File: config.mk
export PLATFORM = sky130hd
export DESIGN_NAME = alarm_timer
export DESIGN_NICKNAME = d
export VERILOG_FILES = /design/src/rtl/anti_theft_pkg.sv /design/src/rtl/alarm_timer_sec_prescaler.sv /design/src/rtl/alarm_timer.sv
export SDC_FILE = /design/constraint.sdc
export NUM_CORES = 1
export LEC_CHECK = 0
export CORE_ASPECT_RATIO = 1.2
export CORE_UTILIZATION = 30
export DETAILED_ROUTE_END_ITERATION = 10
export DONT_BUFFER_PORTS = 1
export REMOVE_ABC_BUFFERS = 1
export SETUP_SLACK_MARGIN = 0.4
export SLEW_MARGIN = 20
export SYNTH_ARGS = -nofsm -noshare
export SYNTH_HDL_FRONTEND = slang
export SYNTH_SLANG_ARGS = --single-unit
File: constraint.sdc
create_clock -name clk -period 2.2 [get_ports clk]
set_input_delay 0.22 -clock clk [delete_from_list [all_inputs] [get_ports clk]]
set_output_delay 0.22 -clock clk [all_outputs]
set_load 0.05 [all_outputs]
File: src/rtl/anti_theft_pkg.sv
// Shared types and constants for the anti-theft controller datapath.
package anti_theft_pkg;

  localparam int TIME_W = 4;

  typedef enum logic [1:0] {
    SEL_ARM       = 2'd0,
    SEL_DRIVER    = 2'd1,
    SEL_PASSENGER = 2'd2,
    SEL_ALARM_ON  = 2'd3
  } interval_sel_t;

  typedef enum logic {
    IDLE  = 1'b0,
    COUNT = 1'b1
  } timer_state_t;

endpackage

File: src/rtl/alarm_timer_sec_prescaler.sv
// Clock-cycle prescaler producing a combinational pulse at its terminal count.
module sec_prescaler #(
  parameter int TICKS_PER_SEC = 100_000_000
) (
  input  logic clk,
  input  logic rst,
  input  logic clear,
  input  logic enable,
  output logic sec_pulse
);

  localparam int CNT_W = (TICKS_PER_SEC > 1) ? $clog2(TICKS_PER_SEC) : 1;
  localparam logic [CNT_W-1:0] TERMINAL = CNT_W'(TICKS_PER_SEC - 1);

  logic [CNT_W-1:0] cnt;

  always_ff @(posedge clk or negedge rst) begin
    if (!rst) begin
      cnt <= '0;
    end else if (clear) begin
      cnt <= '0;
    end else if (enable) begin
      if (cnt == TERMINAL) cnt <= '0;
      else                 cnt <= cnt + CNT_W'(1);
    end
  end

  assign sec_pulse = enable && (cnt == TERMINAL);

endmodule

File: src/rtl/alarm_timer.sv
// Loads one of four programmed delays on start and counts it down in whole seconds.
module alarm_timer
  import anti_theft_pkg::*;
#(
  parameter int TICKS_PER_SEC = 100_000_000
) (
  input  logic              clk,
  input  logic              rst,
  input  logic [1:0]        interval_sel,
  input  logic              start_timer,
  input  logic              cancel,
  input  logic [TIME_W-1:0] T_ARM_DELAY,
  input  logic [TIME_W-1:0] T_DRIVER_DELAY,
  input  logic [TIME_W-1:0] T_PASSENGER_DELAY,
  input  logic [TIME_W-1:0] T_ALARM_ON,
  output logic              busy,
  output logic              tick,
  output logic              expired,
  output logic [TIME_W-1:0] remaining
);

  timer_state_t      state, state_n;
  logic [TIME_W-1:0] remaining_n;
  logic [TIME_W-1:0] sel_param;
  logic              tick_n, expired_n;
  logic              pre_clear, pre_enable, sec_pulse;

  sec_prescaler #(.TICKS_PER_SEC(TICKS_PER_SEC)) u_prescaler (
    .clk       (clk),
    .rst       (rst),
    .clear     (pre_clear),
    .enable    (pre_enable),
    .sec_pulse (sec_pulse)
  );

  always_comb begin
    sel_param = T_ARM_DELAY;
    case (interval_sel_t'(interval_sel))
      SEL_ARM:       sel_param = T_ARM_DELAY;
      SEL_DRIVER:    sel_param = T_DRIVER_DELAY;
      SEL_PASSENGER: sel_param = T_PASSENGER_DELAY;
      SEL_ALARM_ON:  sel_param = T_ALARM_ON;
      default:       sel_param = T_ARM_DELAY;
    endcase
  end

  always_ff @(posedge clk or negedge rst) begin
    if (!rst) begin
      state     <= IDLE;
      remaining <= '0;
      busy      <= 1'b0;
      tick      <= 1'b0;
      expired   <= 1'b0;
    end else begin
      state     <= state_n;
      remaining <= remaining_n;
      busy      <= (state_n == COUNT);
      tick      <= tick_n;
      expired   <= expired_n;
    end
  end

  // Start has top priority so a restart swallows both cancel and a coinciding final tick.
  always_comb begin
    state_n     = state;
    remaining_n = remaining;
    tick_n      = 1'b0;
    expired_n   = 1'b0;
    pre_clear   = 1'b0;
    pre_enable  = 1'b0;
    if (start_timer) begin
      state_n     = COUNT;
      remaining_n = sel_param;
      pre_clear   = 1'b1;
    end else if (state == COUNT) begin
      if (cancel) begin
        state_n     = IDLE;
        remaining_n = '0;
        pre_clear   = 1'b1;
      end else if (remaining == '0) begin
        state_n   = IDLE;
        expired_n = 1'b1;
      end else begin
        pre_enable = 1'b1;
        if (sec_pulse) begin
          tick_n      = 1'b1;
          remaining_n = remaining - TIME_W'(1);
          if (remaining == TIME_W'(1)) begin
            expired_n = 1'b1;
            state_n   = IDLE;
          end
        end
      end
    end
  end

endmodule

==> results.sh, run 1 <==
export IMPL_critPathMaxStageDelay_ps=550
export IMPL_rr_endpoint="remaining[3]"
export IMPL_timing_final_crit_share=0.936
export IMPL_end_kind="flop"
export IMPL_period_needed_ps=2060
export IMPL_seq_area_frac_synth=0.440
export IMPL_final_antenna_net_count=0
export IMPL_dpl_instance_area_um2=2100
export IMPL_start_kind="flop"
export IMPL_switching_power_uw=429
export IMPL_ys_types=46
export IMPL_clock_sinks=34
export IMPL_mappedNetlistArea_um2=1930
export IMPL_slew_violations=0
export IMPL_critical_path_cell_chain="ha_2 > and4_4 > nand2_4 > or4_4 > or4_1 > nand3_1"
export IMPL_htree_levels=2
export IMPL_cts_root_buf="clkbuf_8"
export IMPL_grtUsageTotal=0.137
export IMPL_hold_violations=0
export IMPL_worst_pin_slew_ps=647
export IMPL_dieHeight_um=89.9
export IMPL_r2r_cells=6
export IMPL_wl_per_cell_um=15.2
export IMPL_first_iter_violations=102
export IMPL_arrival_ps=2280
export IMPL_p_clk_frac=0.332
export IMPL_drt_pass1_iter_count=4
export IMPL_diodes=0
export IMPL_core_area_um2=6130
export IMPL_die_x_um=75.3
export IMPL_rows=31
export IMPL_hp_class="in -> reg"
export IMPL_dieArea_um2=6770
export IMPL_layout_drive_gt1_share=0.385
export IMPL_synth_main_ff_cell="dfrtp_1"
export IMPL_rsz0062_at_grt="true"
export IMPL_worst_path_max_delay_cell="or4_4"
export IMPL_tritoncts="done"
export IMPL_cp_required_ps=2420
export IMPL_clock_skew_ps=6.83
export IMPL_clk_latency_ps=280
export IMPL_ys_warn_count=0
export IMPL_io_pins=29
export IMPL_drc=0
export IMPL_fin_area_um2=2630
export IMPL_syn_area_per_cell_um2=9.86
export IMPL_worst_path_max_fanout=4
export IMPL_p_seq_frac=0.453
export IMPL_holdPathStages=1
export IMPL_grt_first_pass_wirelength_um=7310
export IMPL_status="complete, no violations"
export IMPL_synthCells=196
export IMPL_reg2reg_from="u_prescaler.cnt[0]"
export IMPL_clock_path_buffers=2
export IMPL_rrSetupSlack_ps=140
export IMPL_p_leak_nw=1.07
export IMPL_min_delay_start="start_timer"
export IMPL_grt_max_degree=35
export IMPL_switching_share=0.294
export IMPL_drv_cap=0
export IMPL_worstSetupPathType="reg -> reg"
export IMPL_grt_pass1_vias=1588
export IMPL_fmax_mhz=485
export IMPL_port_buffers=0
export IMPL_vdd_drop_max_v=0.000251
export IMPL_path_clk_slew_ps=70
export IMPL_antenna_found_initial=0
export IMPL_p_int_mw=1.03
export IMPL_power_per_cell_area_nw_per_um2=553
export IMPL_synthArstFlopShare=1.00
export IMPL_initial_core_util=0.315
export IMPL_multi_input_area_um2=1250
export IMPL_routed_via_density=5.17
export IMPL_regArea_um2=851
export IMPL_nets=256
export IMPL_synth_edff_count=0
export IMPL_grt_overflow=0
export IMPL_numCtsBuffers=5
export IMPL_holdPathEnd="state"
export IMPL_ys_ff_latch=34
export IMPL_combPwrFrac=0.215
export IMPL_gp_congestion=0.791
export IMPL_wl_um=4750
export IMPL_dpl_hpwl_um=3000
export IMPL_setup_violations_final=0
export IMPL_via_count=1617
export IMPL_area_growth_pct=36.2
export IMPL_fill_cells=604
export IMPL_hold_ws_ps=57.3
export IMPL_relSlewSlack=0.569
routing by layer:
metal / global-route usage / wire [um]
met5: 0 / 0
met4: 0.0262 / 69
met3: 0.0348 / 156
met2: 0.225 / 2470
met1: 0.181 / 2060
cells by family (layout without fill, tap and decap cells):
kind of cell             after synthesis  in the layout  share of synthesized area
AO/OA/AOI/OAI                         25             25                     0.0861
XOR/XNOR                              19             19                     0.0861
adder cells (fa/ha/maj)                4              4                     0.0259
buffers and inverters                 10             45                     0.0343
flip-flops                            34             34                      0.440
multiplexers                           6              6                     0.0570
AND/OR/NAND/NOR                       98             98                      0.271
final cells by class:
type / count / area share
Clock buffer: 7 / 0.0328
Clock inverter: 1 / 0.00190
Inverter: 4 / 0.00570
Multi-Input combinational cell: 152 / 0.475
Sequential cell: 34 / 0.323
Tap cell: 82 / 0.0390
Timing Repair Buffer: 33 / 0.122
sequential cells by signal (all words and copies together) (netlist names):
name and cells:
state 1, tick 1, u_prescaler.cnt 27, remaining 4, expired 1
critical path, delay by kind of cell, from the launching register on:
family	cells	cell delay [ps]
flip-flops	1	400
AND/OR/NAND/NOR	5	1400
adder cells (fa/ha/maj)	1	200
synthesized netlist by cell type (2+ instances only):
library cell  number  area [um2]
dfrtp_1           34         851
nor2_1            28         105
xor2_1            17         149
nand3_1           15        75.1
nand2_1           13        48.8
nand4_1           12        75.1
a21oi_1            8        40.0
and3_1             4        25.0
ha_1               4        50.1
inv_1              4        15.0
mux4_2             4        90.1
o21ai_0            4        20.0
nor3_1             3        15.0
or3_1              3        18.8
a32o_1             2        20.0
and2_1             2        12.5
and3_2             2        15.0
and4_1             2        17.5
buf_2              2        10.0
clkbuf_1           2        7.51
mux2i_1            2        20.0
o31ai_1            2        15.0
or2_2              2        12.5
or4_1              2        15.0
xnor2_1            2        17.5
how the worst max path moves through the flow:
| stage | from | cells past startpoint | slack, ps | endpoint |
|---|---|---|---|---|
| after global routing | u_prescaler.cnt[0] | 6 | 90 | remaining[3] |
| after global placement | u_prescaler.cnt[19] | 5 | 120 | remaining[3] |
| after floorplan | remaining[0] | 6 | -400 | u_prescaler.cnt[21] |
| final | u_prescaler.cnt[0] | 6 | 140 | remaining[3] |
| after detailed placement | u_prescaler.cnt[11] | 5 | 80 | remaining[3] |
| after CTS | remaining[1] | 7 | 160 | remaining[3] |
power groups by stage:
stage               Combinational [mW]  Sequential, mW  Clock [mW]
finish                           0.313           0.660       0.483
global route                     0.337           0.663       0.527
CTS                              0.272           0.660       0.496
detailed placement               0.229           0.670           0
global placement                 0.225           0.670           0
floorplan                        0.101           0.727           0
through the flow:
step	std cells	setup WS, ps	total power, mW	setup TNS [ps]	utilization
floorplan	190	-396	0.828	-4060	-
detailed placement	287	81.9	0.899	0	0.342
finish	313	140	1.46	0	0.430
global placement	287	124	0.895	0	0.342
global route	313	93.8	1.53	0	0.430
CTS	308	155	1.43	0	0.384
what timing repair did:
action,4_1_cts,5_1_grt
hold endpoints to repair,34,0
setup endpoints to repair,31,33
cloned,0,2
hold buffers,2,0
setup buffers,11,3
gates resized for setup,14,50
pin swaps,9,17
cells in the final DEF, fill, tap and decap left out, drive strengths merged, types with 6 or more instances in the layout:
cell type and count:
a21oi 8, and3 6, buf 30, clkbuf 9, dfrtp 34, nand2 14
nand3 15, nand4 12, nor2 28, xor2 17
Note: power is estimated with default switching activity, not from simulation.
==> run 2: changes to the inputs <==
CTS_CLUSTER_SIZE = 14   (was unset)
REMOVE_ABC_BUFFERS = unset   (was 1)
==> results.sh, run 2 (synthesis gave the netlist of run 1 again) <==
export IMPL_antenna_found_initial=0
export IMPL_port_buffers=0
export IMPL_period_needed_ps=2020
export IMPL_gp_congestion=0.776
export IMPL_p_leak_nw=1.00
export IMPL_p_seq_frac=0.457
export IMPL_htree_levels=2
export IMPL_nets=251
export IMPL_r2r_cells=8
export IMPL_clock_sinks=34
export IMPL_switching_power_uw=433
export IMPL_fmax_mhz=496
export IMPL_layout_drive_gt1_share=0.296
export IMPL_largestRegisters="u_prescaler.cnt: 27 flops, remaining: 4 flops"
export IMPL_grtUsageTotal=0.148
export IMPL_largest_register="u_prescaler.cnt"
export IMPL_routed_via_density=5.27
export IMPL_gr_usage_met2=0.248
export IMPL_core_area_um2=6130
export IMPL_timing_final_crit_share=0.917
export IMPL_die_x_um=75.3
export IMPL_combPwrFrac=0.206
export IMPL_vdd_drop_max_v=0.000356
export IMPL_first_iter_violations=73
export IMPL_fin_setup_tns_ps=0
export IMPL_drt_pass1_iter_count=4
export IMPL_dieHeight_um=89.9
export IMPL_tritoncts="done"
export IMPL_wl_per_cell_um=14.9
export IMPL_clock_skew_ps=8.19
export IMPL_syn_nets=222
export IMPL_clk_latency_ps=290
export IMPL_layout_common_cells="30 x dfrtp_1, 28 x nor2_1, 24 x buf_4"
export IMPL_hold_violations=0
export IMPL_switching_share=0.297
export IMPL_end_kind="flop"
export IMPL_grt_overflow=0
export IMPL_layout_commonest_cell="dfrtp_1"
export IMPL_initial_core_util=0.315
export IMPL_largest_reg_flops=27
export IMPL_dieArea_um2=6770
export IMPL_p_int_mw=1.02
export IMPL_cp_required_ps=2380
export IMPL_diodes=0
export IMPL_grt_max_degree=35
export IMPL_setup_violations_final=0
export IMPL_rows=31
export IMPL_via_count=1624
export IMPL_hold_ws_ps=48.4
export IMPL_relSlewSlack=0.622
export IMPL_dpl_hpwl_um=3000
export IMPL_start_kind="flop"
export IMPL_met3_usage=0.0426
export IMPL_path_clk_slew_ps=70
export IMPL_holdPathStages=1
export IMPL_power_per_cell_area_nw_per_um2=600
export IMPL_wl_um=4580
export IMPL_drv_cap=0
export IMPL_numCtsBuffers=5
export IMPL_area_growth_pct=25.8
export IMPL_status="complete, no violations"
export IMPL_final_antenna_net_count=0
export IMPL_grt_first_pass_wirelength_um=7670
export IMPL_cts_root_buf="clkbuf_8"
export IMPL_drc=0
export IMPL_worstSetupPathType="reg -> reg"
export IMPL_use_met1=0.178
export IMPL_arrival_ps=2190
export IMPL_grt_pass1_vias=1664
export IMPL_grt_busiest_layer="met2"
export IMPL_worst_path_max_fanout=12
export IMPL_clock_path_buffers=2
export IMPL_worst_pin_slew_ps=568
export IMPL_slew_violations=0
export IMPL_rsz0062_at_grt="true"
export IMPL_hp_class="in -> reg"
export IMPL_p_clk_frac=0.337
export IMPL_rrSetupSlack_ps=180
export IMPL_io_pins=29
-- run 2: cell count changes in the layout (fill, tap and decap cells not counted), moves of 3 or more --
cell	delta
a21oi_1	+5
nor2_1	+16
dfrtp_1	-4
dfrtp_2	+4
nor2_2	-3
nor2_4	-13
a21oi_2	-5
-- run 2: worst paths after layout --
| path | start | end |
|---|---|---|
| min in group asynchronous | rst | u_prescaler.cnt[25] |
| max in group asynchronous | rst | remaining[1] |
| hold reg to reg | u_prescaler.cnt[24] | u_prescaler.cnt[24] |
| setup reg to reg | u_prescaler.cnt[1] | u_prescaler.cnt[25] |
| setup / recovery | u_prescaler.cnt[1] | u_prescaler.cnt[25] |
| hold / removal | start_timer | state |
-- run 2: timing repair --
item                                    in CTS  in global routing
pin swaps                                    8                  6
gates resized for setup                      6                 10
setup buffers                               11                  1
gates cloned                                 0                  1
hold buffers                                 2                  0
endpoints found under the hold margin       34                  0
endpoints found under the setup margin      30                 33
-- run 2: power by group through the flow --
stage                     registers [mW]  clock network [mW]  logic (mW)
after global placement             0.677                   0       0.231
after global routing               0.669               0.528       0.327
after detailed placement           0.677                   0       0.230
final                              0.666               0.492       0.301
after floorplan                    0.732                   0       0.127
after CTS                          0.665               0.505       0.282
-- run 2: routing by layer --
metal | vias up | wire, um
li1 | 774 | -
met1 | 807 | 1910
met2 | 38 | 2390
met3 | 5 | 208
met4 | 0 | 72
met5 | - | 0
-- run 2: area by class of cell --
type                    instances  area, um2
repair buffers                 28        255
inverters                       4       20.0
flip-flops and latches         34        856
well taps                      82        103
clock inverters                 2       12.5
clock buffers                   6       82.6
multi-input cells             152       1100
fillers                       649       3700
-- run 2: through the flow --
step / setup WS, ps / util / std cells / cell area (um2) / power [mW]
final: 183 / 0.397 / 308 / 2430 / 1.46
after global routing: 111 / 0.397 / 308 / 2430 / 1.52
after CTS: 162 / 0.384 / 306 / 2350 / 1.45
after detailed placement: 76.5 / 0.346 / 285 / 2120 / 0.907
after global placement: 115 / 0.346 / 285 / 2120 / 0.908
after floorplan: 132 / - / 196 / 1960 / 0.859
-- run 2: worst max-delay path, cell delays in order (launching register included) --
cell	delay (ps)
dfrtp_1	360
ha_2	180
and4_1	230
nand2_2	70
or4_4	560
buf_4	180
nand2_8	90
clkbuf_16	170
a21oi_1	50
